**config.mk**
```make
export PLATFORM = sky130hd
export DESIGN_NAME = instruction_emitter
export DESIGN_NICKNAME = d
export VERILOG_FILES = /design/src/rtl/instruction_emitter.sv
export SDC_FILE = /design/constraint.sdc
export NUM_CORES = 1
export LEC_CHECK = 0
export CORE_ASPECT_RATIO = 0.9
export CORE_MARGIN = 3
export CORE_UTILIZATION = 45
export CTS_BUF_LIST = sky130_fd_sc_hd__clkbuf_8
export DETAILED_ROUTE_END_ITERATION = 8
export GPL_TIMING_DRIVEN = 0
export PLACE_DENSITY = 0.75
export SETUP_SLACK_MARGIN = 0.1
export SLEW_MARGIN = 0
export SYNTH_ARGS = -nofsm -noshare
export SYNTH_HDL_FRONTEND = slang
export SYNTH_SLANG_ARGS = --single-unit
```
**constraint.sdc**
```tcl
create_clock -name clk -period 3.8 [get_ports clk]
set_input_delay 0.76 -clock clk [delete_from_list [all_inputs] [get_ports clk]]
set_output_delay 0.76 -clock clk [all_outputs]
set_load 0.005 [all_outputs]
```
**src/rtl/instruction_emitter.sv**
```systemverilog
// Packs field-level instructions into 64-bit words and writes them to
// instruction memory at consecutive addresses through a small FIFO.
module instruction_emitter #(
   parameter int ADDR_W     = 16,
   parameter int CNT_W      = 16,
   parameter int FIFO_DEPTH = 4
) (
   input  logic              clk,
   input  logic              reset,
   input  logic              start,
   input  logic [ADDR_W-1:0] base_addr,
   input  logic [CNT_W-1:0]  length,
   input  logic              in_valid,
   output logic              in_ready,
   input  logic [7:0]        in_opcode,
   input  logic [3:0]        in_reg_op,
   input  logic [5:0]        in_op1,
   input  logic [5:0]        in_op2,
   input  logic [5:0]        in_dest,
   input  logic [5:0]        in_predicate,
   output logic              mem_we,
   output logic [ADDR_W-1:0] mem_addr,
   output logic [63:0]       mem_wdata,
   input  logic              mem_ready,
   output logic              busy,
   output logic              done,
   output logic              addr_wrap
);

   localparam int PTR_W = (FIFO_DEPTH > 1) ? $clog2(FIFO_DEPTH) : 1;
   localparam logic [PTR_W:0] FULL_CNT = (PTR_W + 1)'(FIFO_DEPTH);

   typedef enum logic [1:0] {
      IDLE,
      LOAD,
      DRAIN,
      DONE
   } state_t;

   state_t state;
   state_t state_nxt;

   logic [CNT_W-1:0] len_q;
   logic [CNT_W-1:0] accepted;
   logic [CNT_W-1:0] written;

   logic [63:0]      fifo_mem [FIFO_DEPTH];
   logic [PTR_W-1:0] wr_ptr;
   logic [PTR_W-1:0] rd_ptr;
   logic [PTR_W:0]   count;

   logic        fifo_full;
   logic        fifo_empty;
   logic        push;
   logic        pop;
   logic        start_ok;
   logic [63:0] word;

   assign word = {in_opcode, in_reg_op, in_op1, in_op2, in_dest,
                  28'b0, in_predicate};

   assign fifo_full  = (count == FULL_CNT);
   assign fifo_empty = (count == '0);

   // in_ready depends only on registered state, never on mem_ready
   assign in_ready = (state == LOAD) && !fifo_full && (accepted < len_q);
   assign push     = in_valid && in_ready;
   assign mem_we   = !fifo_empty;
   assign pop      = mem_we && mem_ready;
   assign start_ok = (state == IDLE) && start;

   assign mem_wdata = mem_we ? fifo_mem[rd_ptr] : '0;
   assign busy      = (state != IDLE);
   assign done      = (state == DONE);

   always_ff @(posedge clk) begin
      if (reset) state <= IDLE;
      else       state <= state_nxt;
   end

   always_comb begin
      state_nxt = state;
      unique case (state)
         IDLE: begin
            if (start) state_nxt = (length == '0) ? DONE : LOAD;
         end
         LOAD: begin
            if (accepted == len_q) state_nxt = DRAIN;
         end
         DRAIN: begin
            if (written == len_q) state_nxt = DONE;
         end
         DONE:    state_nxt = IDLE;
         default: state_nxt = IDLE;
      endcase
   end

   always_ff @(posedge clk) begin
      if (push) fifo_mem[wr_ptr] <= word;
   end

   always_ff @(posedge clk) begin
      if (reset) begin
         wr_ptr    <= '0;
         rd_ptr    <= '0;
         count     <= '0;
         accepted  <= '0;
         written   <= '0;
         len_q     <= '0;
         mem_addr  <= '0;
         addr_wrap <= 1'b0;
      end else if (start_ok) begin
         len_q     <= length;
         accepted  <= '0;
         written   <= '0;
         mem_addr  <= base_addr;
         addr_wrap <= 1'b0;
      end else begin
         if (push) begin
            accepted <= accepted + 1'b1;
            wr_ptr   <= wr_ptr + 1'b1;
         end
         if (pop) begin
            written  <= written + 1'b1;
            rd_ptr   <= rd_ptr + 1'b1;
            mem_addr <= mem_addr + 1'b1;
            if (&mem_addr) addr_wrap <= 1'b1;
         end
         unique case ({push, pop})
            2'b10:   count <= count + 1'b1;
            2'b01:   count <= count - 1'b1;
            default: count <= count;
         endcase
      end
   end

endmodule

```
==> flow_summary.ini <==
[setup_path]
cp_max_fo = 6
cpMostUsedCell = a21oi_1
crit_arrival_ns = 2.84
reg2reg_slack_ns = 0.56
crit_path_end_kind = output port
critPathLaunchType = flip-flop
cp_data_required_time_ns = 3.04
r2r_end = fifo_mem[1][0]
crit_slowest_cell = clkdlybuf4s50_1
critPathTopFamily = buffers and inverters
path_cells = inv_1, ha_1, a21o_1, a21oi_1, a21oi_1, or2_2, nor2_1, clkdlybuf4s50_1
path_class = reg2out
reg2reg_depth = 9
critPathMaxStageDelay_ns = 0.53
r2r_start = len_q[13]
path_buf_inv = 2

[global_routing]
grt_util_all_layers_pct = 17.31
grt_max_degree = 37
overflow = 0
grt_antenna_before_repair = 1
grt_pass1_wl_um = 32860
grt_pass1_vias = 6341

[worst_hold_path]
worst_hold_path.num_cells = 2
hp-start = addr_wrap
min_to = addr_wrap
min-delay-path-class = reg2reg

[clock_network]
worstSkewPairLatency_ns = 0.53
root_buffer = clkbuf_8
clk_pin_slew_ns = 0.05
numCtsBuffers = 37
cts_tree = done
htreeDepth = 2
ctsLongestPathBuffers = 3
cts_hold_buf = 0
clock_sinks = 220

[finish]
synthToLayoutAreaGrowth_pct = 26.62
fin_nets = 1053
n_antenna_cell = 0
final_cells = 1263
n_fill_cell = 1708
drive_gt1_share_pct = 15.35

[routing]
dr.first_iter.drc_count = 413
wl_per_cell_um = 16.21
drcViolationCount = 0
via_count = 6392
totalWireLength_um = 20470
drt_first_pass_iters = 4
ant_nets = 0
via_per_inst = 5.061

[sta]
skew_ns = 0.02121
rsz0062_at_grt = yes
max_freq_mhz = 277.4
timing.slew.headroom_pct = 41.02
period_needed_ns = 3.604
setup_ws_ns = 0.1957
setup_tns_ns = 0
worstMarginPinSlew_ns = 0.8824
slew_violations = 0
hold_viol = 0
setup_viol = 0
timing.final.crit_share_pct = 94.85

[pwr]
vdd_ir_drop_max_v = 0.0003186
leakage_uw = 0.004314
power.density_nw_per_um2 = 574.4
total_power_uw = 7107

[synth]
synthCells = 753
ys.flop_type = edfxtp_1
synth.most_common_cell = edfxtp_1
synth_area_leaders = edfxtp_1 (44%), dfxtp_1 (16%), mux4_2 (8.3%), ha_1 (3.7%), and2_1 (2.8%)
syn_area_sq_um = 9772
avgSynthCellArea_sq_um = 12.98
yosys_warnings = 0
synth_edf_count = 144
async_reset_ff_share_pct = 0
yosysTopAreaCell = edfxtp_1
synth.distinct_cells = 57
ys_ff_latch = 220
netlist.area_leader.share_pct = 44.25
synth_common_cells = edfxtp_1 (144), dfxtp_1 (76), nor2_1 (57), nand2_1 (55), and2_1 (44)
seq_area_frac_synth_pct = 59.82

[outcome]
outcome = finished clean

[floorplan]
num_io_pins = 158
start_util_pct = 46.35
die_height_um = 145.8
die_x_um = 161.3
core_sq_um = 21080
die_area_sq_um = 23520
rows = 50

[flow_run]
max_cap_violations = 0

[placement]
dp_hpwl_um = 14640
dp_worst_setup_slack_ns = 0.09975
gp_congestion = 0.8615
io_buffers = 128
placed_cells = 1197
==> tightest hold or removal path: cells and delay by family (launching register included) <==
family	cells	cell delay [ns]
simple gates	1	0.07
flops	1	0.32
compound gates	1	0.04
==> metal layers <==
| layer | routed length, um | GRT usage [%] | vias up |
|---|---|---|---|
| met4 | 448 | 5.462 | 2 |
| met2 | 9800 | 28.35 | 199 |
| met1 | 8969 | 23.22 | 3040 |
| met5 | 16 | 0 | - |
| met3 | 1234 | 3.699 | 43 |
| li1 | - | - | 3108 |
==> logic make-up (layout without fill, tap and decap cells) <==
kind of cell	count (synthesis)	after routing	synth area share [%]
AND/OR/NAND/NOR	240	240	12.68
flip-flops	220	220	59.82
AO/OA/AOI/OAI	88	88	6.184
buffers and inverters	87	284	4.469
XOR/XNOR	49	49	4.392
multiplexers	38	38	8.502
adder cells (fa/ha/maj)	30	30	3.918
other	1	28	0.03838
==> per-stage QoR <==
stage	util (%)	instance area, sq um	hold WS [ns]
global route	58.69	12370	0.5015
finish	58.69	12370	0.4716
floorplan	-	9873	0.4605
global placement	54.61	11510	0.4605
detailed placement	54.99	11590	0.4727
CTS	58.61	12360	0.4844
==> layout make-up <==
cell class / instances / area [sq um] / area share, %
repair buffers: 131 / 1356 / 10.96
well taps: 286 / 357.8 / 2.892
clock buffers: 40 / 550.5 / 4.449
clock inverters: 26 / 206.4 / 1.669
inverters: 30 / 112.6 / 0.9101
flip-flops and latches: 220 / 5846 / 47.24
plain buffers: 57 / 329.1 / 2.660
multi-input cells: 473 / 3615 / 29.21
==> cells in the final DEF, fill, tap and decap left out, types with 18 or more instances in the layout <==
cell / n
clkdlybuf4s50_1: 128
and2_1: 40
conb_1: 28
a21oi_1: 30
nor2_1: 57
buf_4: 28
a211oi_1: 18
inv_1: 36
edfxtp_1: 144
clkbuf_8: 40
xor2_1: 19
dfxtp_1: 76
xnor2_1: 30
mux4_2: 36
ha_1: 29
clkbuf_1: 18
nand2_1: 55
nand4_1: 20
==> registers in the layout, indices dropped and copies added, names as in the netlist, named ones only <==
name       flops
count          3
state          2
accepted      16
len_q         16
addr_wrap      1
wr_ptr         2
written       16
rd_ptr         2
fifo_mem     144
mem_addr      16
==> power breakdown <==
group | switching (uW) | internal, uW | leakage, uW | total [uW]
registers | 149 | 2750 | 0.00192 | 2900
logic | 956 | 1120 | 0.00199 | 2080
clock network | 937 | 1190 | 0.000410 | 2120
total | 2040 | 5070 | 0.00431 | 7110
==> how the worst max path moves through the flow <==
stage                     startpoint  cells past startpoint         endpoint
final                      len_q[10]                      8         in_ready
after global routing       len_q[14]                      8         in_ready
after CTS                  len_q[13]                      8  fifo_mem[2][16]
after detailed placement   len_q[13]                      8   fifo_mem[2][6]
after global placement     len_q[13]                      8   fifo_mem[1][7]
after floorplan            len_q[13]                      8   fifo_mem[0][0]
==> what timing repair did <==
action / 4_1_cts / 5_1_grt
endpoints found under the setup margin: 31 / 104
resized for setup: 2 / 9
setup buffers: 0 / 0
Note: power is estimated with default switching activity, not from simulation.
